<file path="config.mk">
export PLATFORM = sky130hd
export DESIGN_NAME = decode_execute_reg_flat
export DESIGN_NICKNAME = d
export VERILOG_FILES = /design/src/rtl/decode_execute_reg_pkg.sv /design/src/rtl/decode_execute_reg_if.sv /design/src/rtl/decode_execute_reg_occupancy_ctr.sv /design/src/rtl/decode_execute_reg.sv /design/src/flat_wrapper.sv
export SDC_FILE = /design/constraint.sdc
export NUM_CORES = 1
export LEC_CHECK = 0
export ABC_CLOCK_PERIOD_IN_PS = 2600
export CORE_MARGIN = 5
export CORE_UTILIZATION = 40
export DETAILED_ROUTE_END_ITERATION = 10
export GPL_TIMING_DRIVEN = 1
export MAX_ROUTING_LAYER = met4
export PLACE_DENSITY = 0.82
export SLEW_MARGIN = 15
export SYNTH_ARGS = -nofsm -noshare
export SYNTH_HDL_FRONTEND = slang
export SYNTH_SLANG_ARGS = --single-unit
</file>
<file path="constraint.sdc">
create_clock -name clk -period 2.6 [get_ports clk]
set_input_delay 0.52 -clock clk [delete_from_list [all_inputs] [get_ports clk]]
set_output_delay 0.52 -clock clk [all_outputs]
set_load 0.005 [all_outputs]
</file>
<file path="src/rtl/decode_execute_reg_pkg.sv">
// Shared types for the decode->execute pipeline register: the control bundle,
// the occupancy FSM state encoding and the bubble constant.
package de_pkg;

  localparam int DE_ALUC_W = 3;

  typedef struct packed {
    logic                 PCSrc;
    logic                 RegWrite;
    logic                 MemWrite;
    logic                 MemtoReg;
    logic                 Branch;
    logic                 ALUSrc;
    logic                 NoWrite;
    logic [1:0]           FlagWrite;
    logic [3:0]           Cond;
    logic [DE_ALUC_W-1:0] ALUControl;
  } ctrl_t;

  typedef enum logic [0:0] {IDLE = 1'b0, HOLD = 1'b1} occ_state_e;

  localparam ctrl_t BUBBLE_CTRL = '0;

endpackage

</file>
<file path="src/rtl/decode_execute_reg_if.sv">
// Decode-side inputs, execute-side outputs and the hazard-unit controls of the
// D->E register. slave = the register itself, master = whoever drives decode.
interface decode_execute_reg_if #(
    parameter int DATA_W = 32,
    parameter int REG_AW = 4,
    parameter int ALUC_W = 3
);
    logic              StallE, FlushE;
    logic              ValidD, MultiCycleD;
    logic              PCSrcD, RegWriteD, MemWriteD, MemtoRegD, BranchD, ALUSrcD, NoWriteD;
    logic [1:0]        FlagWriteD;
    logic [3:0]        CondD;
    logic [ALUC_W-1:0] ALUControlD;
    logic [DATA_W-1:0] RD1D, RD2D, ExtImmD;
    logic [REG_AW-1:0] RA1D, RA2D, WA3D;

    logic              PCSrcE, RegWriteE, MemWriteE, MemtoRegE, BranchE, ALUSrcE, NoWriteE;
    logic [1:0]        FlagWriteE;
    logic [3:0]        CondE;
    logic [ALUC_W-1:0] ALUControlE;
    logic [DATA_W-1:0] RD1E, RD2E, ExtImmE;
    logic [REG_AW-1:0] RA1E, RA2E, WA3E;
    logic              ValidE, BusyE;

    modport slave (
        input  StallE, FlushE, ValidD, MultiCycleD,
               PCSrcD, RegWriteD, MemWriteD, MemtoRegD, BranchD, ALUSrcD, NoWriteD,
               FlagWriteD, CondD, ALUControlD, RD1D, RD2D, ExtImmD, RA1D, RA2D, WA3D,
        output PCSrcE, RegWriteE, MemWriteE, MemtoRegE, BranchE, ALUSrcE, NoWriteE,
               FlagWriteE, CondE, ALUControlE, RD1E, RD2E, ExtImmE, RA1E, RA2E, WA3E,
               ValidE, BusyE
    );

    modport master (
        output StallE, FlushE, ValidD, MultiCycleD,
               PCSrcD, RegWriteD, MemWriteD, MemtoRegD, BranchD, ALUSrcD, NoWriteD,
               FlagWriteD, CondD, ALUControlD, RD1D, RD2D, ExtImmD, RA1D, RA2D, WA3D,
        input  PCSrcE, RegWriteE, MemWriteE, MemtoRegE, BranchE, ALUSrcE, NoWriteE,
               FlagWriteE, CondE, ALUControlE, RD1E, RD2E, ExtImmE, RA1E, RA2E, WA3E,
               ValidE, BusyE
    );
endinterface

</file>
<file path="src/rtl/decode_execute_reg_occupancy_ctr.sv">
// E-stage occupancy tracker: IDLE/HOLD FSM with a 4-bit countdown; busy_o is
// purely registered state so the hazard unit sees no path from decode inputs.
module occupancy_ctr
    import de_pkg::*;
#(
    parameter int MULT_LAT = 3
) (
    input  logic clk_i,
    input  logic rst_ni,
    input  logic flush_i,
    input  logic stall_i,
    input  logic start_i,
    output logic busy_o
);
    localparam logic [0:0] ST_IDLE = IDLE;
    localparam logic [0:0] ST_HOLD = HOLD;
    localparam logic [3:0] LAT_M1  = 4'(MULT_LAT - 1);

    logic [0:0] state_q, state_d;
    logic [3:0] cnt_q, cnt_d;

    always_comb begin
        state_d = state_q;
        cnt_d   = cnt_q;
        if (flush_i) begin
            state_d = ST_IDLE;
            cnt_d   = 4'd0;
        end else if (!stall_i) begin
            if (state_q == ST_HOLD) begin
                if (cnt_q > 4'd1) begin
                    cnt_d = cnt_q - 4'd1;
                end else begin
                    cnt_d   = 4'd0;
                    state_d = ST_IDLE;
                end
            // The load cycle itself is the first occupancy cycle, hence MULT_LAT-1.
            end else if (start_i && (MULT_LAT > 1)) begin
                state_d = ST_HOLD;
                cnt_d   = LAT_M1;
            end
        end
    end

    always_ff @(posedge clk_i or negedge rst_ni) begin
        if (!rst_ni) begin
            state_q <= ST_IDLE;
            cnt_q   <= 4'd0;
        end else begin
            state_q <= state_d;
            cnt_q   <= cnt_d;
        end
    end

    assign busy_o = (state_q == ST_HOLD);
endmodule

</file>
<file path="src/rtl/decode_execute_reg.sv">
// Decode->execute pipeline register with stall, flush and multi-cycle occupancy.
// Optional macro DE_PERF_CNT_EN adds BubbleCntE/BusyCntE performance counters.
module decode_execute_reg
    import de_pkg::*;
#(
    parameter int DATA_W   = 32,
    parameter int REG_AW   = 4,
    parameter int ALUC_W   = DE_ALUC_W,
    parameter int MULT_LAT = 3
) (
    input  logic clk,
    input  logic reset,
    decode_execute_reg_if.slave bus
`ifdef DE_PERF_CNT_EN
    ,
    output logic [31:0] BubbleCntE,
    output logic [31:0] BusyCntE
`endif
);
    ctrl_t             ctrl_q, ctrl_d;
    logic [DATA_W-1:0] rd1_q, rd2_q, imm_q;
    logic [REG_AW-1:0] ra1_q, ra2_q, wa3_q;
    logic              valid_q;
    logic              busy;
    logic              load;
    logic              wr_en;

    always_comb begin
        ctrl_d            = BUBBLE_CTRL;
        ctrl_d.PCSrc      = bus.PCSrcD;
        ctrl_d.RegWrite   = bus.RegWriteD;
        ctrl_d.MemWrite   = bus.MemWriteD;
        ctrl_d.MemtoReg   = bus.MemtoRegD;
        ctrl_d.Branch     = bus.BranchD;
        ctrl_d.ALUSrc     = bus.ALUSrcD;
        ctrl_d.NoWrite    = bus.NoWriteD;
        ctrl_d.FlagWrite  = bus.FlagWriteD;
        ctrl_d.Cond       = bus.CondD;
        ctrl_d.ALUControl = bus.ALUControlD;
    end

    // A resident multi-cycle op blocks new loads until its last occupancy cycle ends.
    assign load = !bus.FlushE && !bus.StallE && !busy;

    always_ff @(posedge clk or negedge reset) begin
        if (!reset) begin
            ctrl_q  <= BUBBLE_CTRL;
            rd1_q   <= '0;
            rd2_q   <= '0;
            imm_q   <= '0;
            ra1_q   <= '0;
            ra2_q   <= '0;
            wa3_q   <= '0;
            valid_q <= 1'b0;
        end else if (bus.FlushE) begin
            ctrl_q  <= BUBBLE_CTRL;
            rd1_q   <= '0;
            rd2_q   <= '0;
            imm_q   <= '0;
            ra1_q   <= '0;
            ra2_q   <= '0;
            wa3_q   <= '0;
            valid_q <= 1'b0;
        end else if (load) begin
            ctrl_q  <= ctrl_d;
            rd1_q   <= bus.RD1D;
            rd2_q   <= bus.RD2D;
            imm_q   <= bus.ExtImmD;
            ra1_q   <= bus.RA1D;
            ra2_q   <= bus.RA2D;
            wa3_q   <= bus.WA3D;
            valid_q <= bus.ValidD;
        end
    end

    occupancy_ctr #(.MULT_LAT(MULT_LAT)) u_occ (
        .clk_i   (clk),
        .rst_ni  (reset),
        .flush_i (bus.FlushE),
        .stall_i (bus.StallE),
        .start_i (bus.ValidD && bus.MultiCycleD),
        .busy_o  (busy)
    );

    // Write-type controls only escape in the final occupancy cycle of a real instruction.
    assign wr_en          = valid_q && !busy;
    assign bus.PCSrcE     = ctrl_q.PCSrc    & wr_en;
    assign bus.RegWriteE  = ctrl_q.RegWrite & wr_en;
    assign bus.MemWriteE  = ctrl_q.MemWrite & wr_en;
    assign bus.BranchE    = ctrl_q.Branch   & wr_en;
    assign bus.FlagWriteE = ctrl_q.FlagWrite & {2{wr_en}};
    assign bus.MemtoRegE  = ctrl_q.MemtoReg;
    assign bus.ALUSrcE    = ctrl_q.ALUSrc;
    assign bus.NoWriteE   = ctrl_q.NoWrite;
    assign bus.CondE      = ctrl_q.Cond;
    assign bus.ALUControlE = ctrl_q.ALUControl;
    assign bus.RD1E       = rd1_q;
    assign bus.RD2E       = rd2_q;
    assign bus.ExtImmE    = imm_q;
    assign bus.RA1E       = ra1_q;
    assign bus.RA2E       = ra2_q;
    assign bus.WA3E       = wa3_q;
    assign bus.ValidE     = valid_q;
    assign bus.BusyE      = busy;

`ifdef DE_PERF_CNT_EN
    logic [31:0] bubble_cnt_q, busy_cnt_q;

    always_ff @(posedge clk or negedge reset) begin
        if (!reset) begin
            bubble_cnt_q <= '0;
            busy_cnt_q   <= '0;
        end else begin
            if (bus.FlushE)
                bubble_cnt_q <= bubble_cnt_q + 32'd1;
            if (busy && !bus.StallE)
                busy_cnt_q <= busy_cnt_q + 32'd1;
        end
    end

    assign BubbleCntE = bubble_cnt_q;
    assign BusyCntE   = busy_cnt_q;
`endif
endmodule

</file>
<file path="src/flat_wrapper.sv">
// flat-port wrapper written by rule: the top's interface ports become plain ports
module decode_execute_reg_flat import de_pkg::*;
#(
    parameter int DATA_W   = 32,
    parameter int REG_AW   = 4,
    parameter int ALUC_W   = DE_ALUC_W,
    parameter int MULT_LAT = 3
)
  (clk, reset, bus_StallE, bus_FlushE, bus_ValidD, bus_MultiCycleD, bus_PCSrcD, bus_RegWriteD, bus_MemWriteD, bus_MemtoRegD, bus_BranchD, bus_ALUSrcD, bus_NoWriteD, bus_FlagWriteD, bus_CondD, bus_ALUControlD, bus_RD1D, bus_RD2D, bus_ExtImmD, bus_RA1D, bus_RA2D, bus_WA3D, bus_PCSrcE, bus_RegWriteE, bus_MemWriteE, bus_MemtoRegE, bus_BranchE, bus_ALUSrcE, bus_NoWriteE, bus_FlagWriteE, bus_CondE, bus_ALUControlE, bus_RD1E, bus_RD2E, bus_ExtImmE, bus_RA1E, bus_RA2E, bus_WA3E, bus_ValidE, bus_BusyE);
  decode_execute_reg_if #(.DATA_W(DATA_W), .REG_AW(REG_AW), .ALUC_W(ALUC_W)) bus_i ();
  input  logic clk;
  input  logic reset;
  input wire logic [$bits(bus_i.StallE)-1:0] bus_StallE;
  input wire logic [$bits(bus_i.FlushE)-1:0] bus_FlushE;
  input wire logic [$bits(bus_i.ValidD)-1:0] bus_ValidD;
  input wire logic [$bits(bus_i.MultiCycleD)-1:0] bus_MultiCycleD;
  input wire logic [$bits(bus_i.PCSrcD)-1:0] bus_PCSrcD;
  input wire logic [$bits(bus_i.RegWriteD)-1:0] bus_RegWriteD;
  input wire logic [$bits(bus_i.MemWriteD)-1:0] bus_MemWriteD;
  input wire logic [$bits(bus_i.MemtoRegD)-1:0] bus_MemtoRegD;
  input wire logic [$bits(bus_i.BranchD)-1:0] bus_BranchD;
  input wire logic [$bits(bus_i.ALUSrcD)-1:0] bus_ALUSrcD;
  input wire logic [$bits(bus_i.NoWriteD)-1:0] bus_NoWriteD;
  input wire logic [$bits(bus_i.FlagWriteD)-1:0] bus_FlagWriteD;
  input wire logic [$bits(bus_i.CondD)-1:0] bus_CondD;
  input wire logic [$bits(bus_i.ALUControlD)-1:0] bus_ALUControlD;
  input wire logic [$bits(bus_i.RD1D)-1:0] bus_RD1D;
  input wire logic [$bits(bus_i.RD2D)-1:0] bus_RD2D;
  input wire logic [$bits(bus_i.ExtImmD)-1:0] bus_ExtImmD;
  input wire logic [$bits(bus_i.RA1D)-1:0] bus_RA1D;
  input wire logic [$bits(bus_i.RA2D)-1:0] bus_RA2D;
  input wire logic [$bits(bus_i.WA3D)-1:0] bus_WA3D;
  output wire logic [$bits(bus_i.PCSrcE)-1:0] bus_PCSrcE;
  output wire logic [$bits(bus_i.RegWriteE)-1:0] bus_RegWriteE;
  output wire logic [$bits(bus_i.MemWriteE)-1:0] bus_MemWriteE;
  output wire logic [$bits(bus_i.MemtoRegE)-1:0] bus_MemtoRegE;
  output wire logic [$bits(bus_i.BranchE)-1:0] bus_BranchE;
  output wire logic [$bits(bus_i.ALUSrcE)-1:0] bus_ALUSrcE;
  output wire logic [$bits(bus_i.NoWriteE)-1:0] bus_NoWriteE;
  output wire logic [$bits(bus_i.FlagWriteE)-1:0] bus_FlagWriteE;
  output wire logic [$bits(bus_i.CondE)-1:0] bus_CondE;
  output wire logic [$bits(bus_i.ALUControlE)-1:0] bus_ALUControlE;
  output wire logic [$bits(bus_i.RD1E)-1:0] bus_RD1E;
  output wire logic [$bits(bus_i.RD2E)-1:0] bus_RD2E;
  output wire logic [$bits(bus_i.ExtImmE)-1:0] bus_ExtImmE;
  output wire logic [$bits(bus_i.RA1E)-1:0] bus_RA1E;
  output wire logic [$bits(bus_i.RA2E)-1:0] bus_RA2E;
  output wire logic [$bits(bus_i.WA3E)-1:0] bus_WA3E;
  output wire logic [$bits(bus_i.ValidE)-1:0] bus_ValidE;
  output wire logic [$bits(bus_i.BusyE)-1:0] bus_BusyE;
  assign bus_i.StallE = bus_StallE;
  assign bus_i.FlushE = bus_FlushE;
  assign bus_i.ValidD = bus_ValidD;
  assign bus_i.MultiCycleD = bus_MultiCycleD;
  assign bus_i.PCSrcD = bus_PCSrcD;
  assign bus_i.RegWriteD = bus_RegWriteD;
  assign bus_i.MemWriteD = bus_MemWriteD;
  assign bus_i.MemtoRegD = bus_MemtoRegD;
  assign bus_i.BranchD = bus_BranchD;
  assign bus_i.ALUSrcD = bus_ALUSrcD;
  assign bus_i.NoWriteD = bus_NoWriteD;
  assign bus_i.FlagWriteD = bus_FlagWriteD;
  assign bus_i.CondD = bus_CondD;
  assign bus_i.ALUControlD = bus_ALUControlD;
  assign bus_i.RD1D = bus_RD1D;
  assign bus_i.RD2D = bus_RD2D;
  assign bus_i.ExtImmD = bus_ExtImmD;
  assign bus_i.RA1D = bus_RA1D;
  assign bus_i.RA2D = bus_RA2D;
  assign bus_i.WA3D = bus_WA3D;
  assign bus_PCSrcE = bus_i.PCSrcE;
  assign bus_RegWriteE = bus_i.RegWriteE;
  assign bus_MemWriteE = bus_i.MemWriteE;
  assign bus_MemtoRegE = bus_i.MemtoRegE;
  assign bus_BranchE = bus_i.BranchE;
  assign bus_ALUSrcE = bus_i.ALUSrcE;
  assign bus_NoWriteE = bus_i.NoWriteE;
  assign bus_FlagWriteE = bus_i.FlagWriteE;
  assign bus_CondE = bus_i.CondE;
  assign bus_ALUControlE = bus_i.ALUControlE;
  assign bus_RD1E = bus_i.RD1E;
  assign bus_RD2E = bus_i.RD2E;
  assign bus_ExtImmE = bus_i.ExtImmE;
  assign bus_RA1E = bus_i.RA1E;
  assign bus_RA2E = bus_i.RA2E;
  assign bus_WA3E = bus_i.WA3E;
  assign bus_ValidE = bus_i.ValidE;
  assign bus_BusyE = bus_i.BusyE;
  decode_execute_reg #(.DATA_W(DATA_W), .REG_AW(REG_AW), .ALUC_W(ALUC_W), .MULT_LAT(MULT_LAT)) u_core (.clk(clk), .reset(reset), .bus(bus_i));
endmodule
</file>
==> results.cfg <==
[status]
status = completed

[sta]
tightest_slew_ps = 566
whs_ps = 91.4
slew_violations = 0
setup_tns_ps = 0
rsz0062_at_grt = false
final.min_clock_period_ps = 2400
maxSlewHeadroom_pct = 62.3
finalSetupViolations = 0
clock.fmax_ghz = 0.416
fin_worst_skew_ps = 6.33
hold_violations = 0
min_period_over_period_pct = 92.4
fin_ws_ps = 199

[critical_path]
required_ps = 2080
cp_cell_sequence = nor2b_1 -> and2_1 -> clkdlybuf4s50_1
crit_fanout = 8
crit_type = reg2out
cp.arrival_ps = 1880
cpLargestDelayFamily = buffers and inverters
critPathCaptureType = output pin
cp-start-kind = flip-flop
slowest_delay_ps = 520
slowest_stage = clkdlybuf4s50_1
critPathBufInv = 1

[detailed_routing]
antenna_left = 0
avgRoutedWirePerCell_um = 19.8
drtPass1Iterations = 4
drc_errors = 0
wl_um = 14500
routed_via_density = 5.27
vias = 3851
drt_iter0_markers = 234

[cells_and_area]
drive_gt1_share_pct = 6.68
utilization_pct = 66.8
instances_no_fill = 731
antenna_cells = 0
num-fill-cells = 874
seq_area_sq_um = 3250
area_delta_synth_final_pct = 65.7
multi_input_area_sq_um = 1350
final_cell_area_sq_um = 7960
finalNetCount = 706

[synth]
yosys_warnings = 0
syn_inst = 328
synth_cell_types = 23
ys_ff_latch = 130
synth_fp_nets = 460
netlist_area_sq_um = 4800
avgSynthCellArea_sq_um = 14.6
yosysSeqAreaShare_pct = 67.7

[floorplan]
fp.dieH_um = 120
chipWidth_um = 120
dieArea_sq_um = 14300
num_rows = 40
start_util_pct = 40.3
io_pins = 256
fp.coreArea_sq_um = 11900

[clock_tree]
cts_hold_buf = 0
tritoncts = done
cts_max_level = 4
cts_resized = 0
cts_root_buf = clkbuf_16
cts_made_buffers = 17
cts_buffer_depth = 2
cts_setup_buffers = 0
cts_sinks = 130
clk_latency_ps = 410
cts.clk_slew.worst_paths_ps = 50

[placement]
place_congestion = 0.875
dpl_worst_slack_ps = 378
dp.cells = 702
port_buffers = 255
dpl.hpwl_um = 10300
post_dp_cell_area_sq_um = 7440

[pwr]
switching_share_pct = 22.6
pwr-share-comb_pct = 14.6
p_leak_nw = 3.55
internal_power_mw = 3.92
clkPwrFrac_pct = 41.4
powerDensity_nw_per_um2 = 636
power_mw = 5.06
seqPwrFrac_pct = 44.0
ir_worst_vdd_v = 0.000304
switching_power_mw = 1.14

[grt]
overflow = 0
grt_pass1_vias = 4228
track_usage_pct = 21.1
grt_pass1_wl_um = 23000
grt_start_max_net_pins = 79
antenna_found_initial = 0

[worst_hold_path]
hp-class = in2async

[flow_run]
drv_cap = 0
layer usage:
layer / up-vias / GRT usage, % / routed length, um
met3: 25 / 6.60 / 1030
met2: 180 / 34.5 / 7330
met5: - / - / 0
li1: 1744 / - / -
met1: 1902 / 24.8 / 5840
met4: 0 / 7.30 / 297
cell usage in the layout, fill, tap and decap left out, drive strengths merged, types with 2 or more instances in the layout:
| cell type | count |
|---|---|
| clkdlybuf4s50 | 254 |
| dfrtp | 130 |
| a22o | 125 |
| clkbuf | 23 |
| buf | 8 |
| and2 | 6 |
| clkinv | 5 |
| o21ai | 4 |
| a21oi | 4 |
| nor2 | 4 |
| nor2b | 3 |
| o311ai | 3 |
| inv | 2 |
| or2 | 2 |
| ha | 2 |
worst paths after layout:
kind / start / end / slack, ps / cells after the start
min: reset / u_core.bus.RA2E[2] / 90 / 1
min reg2reg: u_core.ctrl_q[13] / u_core.ctrl_q[13] / 500 / 1
max: u_core.u_occ.busy_o / bus_FlagWriteE[1] / 200 / 3
max reg2reg: u_core.u_occ.cnt_q[0] / u_core.u_occ.cnt_q[1] / 970 / 5
min in group clk: u_core.ctrl_q[13] / u_core.ctrl_q[13] / 500 / 1
max in group asynchronous: reset / u_core.bus.RD2E[1] / 1780 / 2
power by group through the flow:
| stage | logic [mW] | clock network, mW | registers, mW |
|---|---|---|---|
| 2_1_floorplan | 0.208 | 0 | 2.26 |
| 3_3_place_gp | 0.721 | 0 | 2.25 |
| 3_5_place_dp | 0.743 | 0 | 2.26 |
| 4_1_cts | 0.748 | 2.14 | 2.23 |
| 5_1_grt | 0.789 | 2.23 | 2.24 |
| 6_report | 0.737 | 2.10 | 2.23 |
cell type report:
class	count	area share, %
flip-flops and latches	130	40.9
clock buffers	23	6.13
repair buffers	262	33.3
inverters	2	0.0943
clock inverters	6	0.409
well taps	147	2.31
multi-input cells	161	16.9
cell usage after synthesis:
cell      number  area, sq um
inv_1          2         7.51
clkbuf_1       5         18.8
nor2_2         1         6.26
nor2b_1        3         18.8
dfrtp_1      130         3250
nand2_1        1         3.75
and3b_1        1         8.76
nor2_1         3         11.3
buf_2         16         80.1
o311ai_0       3         26.3
a31oi_1        1         6.26
o21ai_0        4         20.0
a22o_1       125         1090
and2_1         6         37.5
ha_1           2         25.0
a21o_1         1         7.51
nor3_4         1         16.3
a21oi_1        4         20.0
nor4_1         1         6.26
buf_4         14          105
or2_2          2         12.5
a311o_1        1         10.0
a221oi_1       1         8.76
sequential cells by signal, indices dropped and copies added (netlist names), 3 cells and up:
signal,count
u_core.bus.ExtImmE,32
u_core.bus.RD1E,32
u_core.bus.RD2E,32
u_core.ctrl_q,6
u_core.bus.CondE,4
u_core.bus.RA1E,4
u_core.bus.RA2E,4
u_core.bus.WA3E,4
u_core.u_occ.cnt_q,4
u_core.bus.ALUControlE,3
cells by family after synthesis:
| family | after synthesis | synth area share (%) |
|---|---|---|
| buf+inv | 37 | 4.40 |
| simple gates | 19 | 2.53 |
| flops | 130 | 67.7 |
| compound gates | 140 | 24.8 |
| fa+ha+maj | 2 | 0.521 |
(Power assumes the default switching activity.)
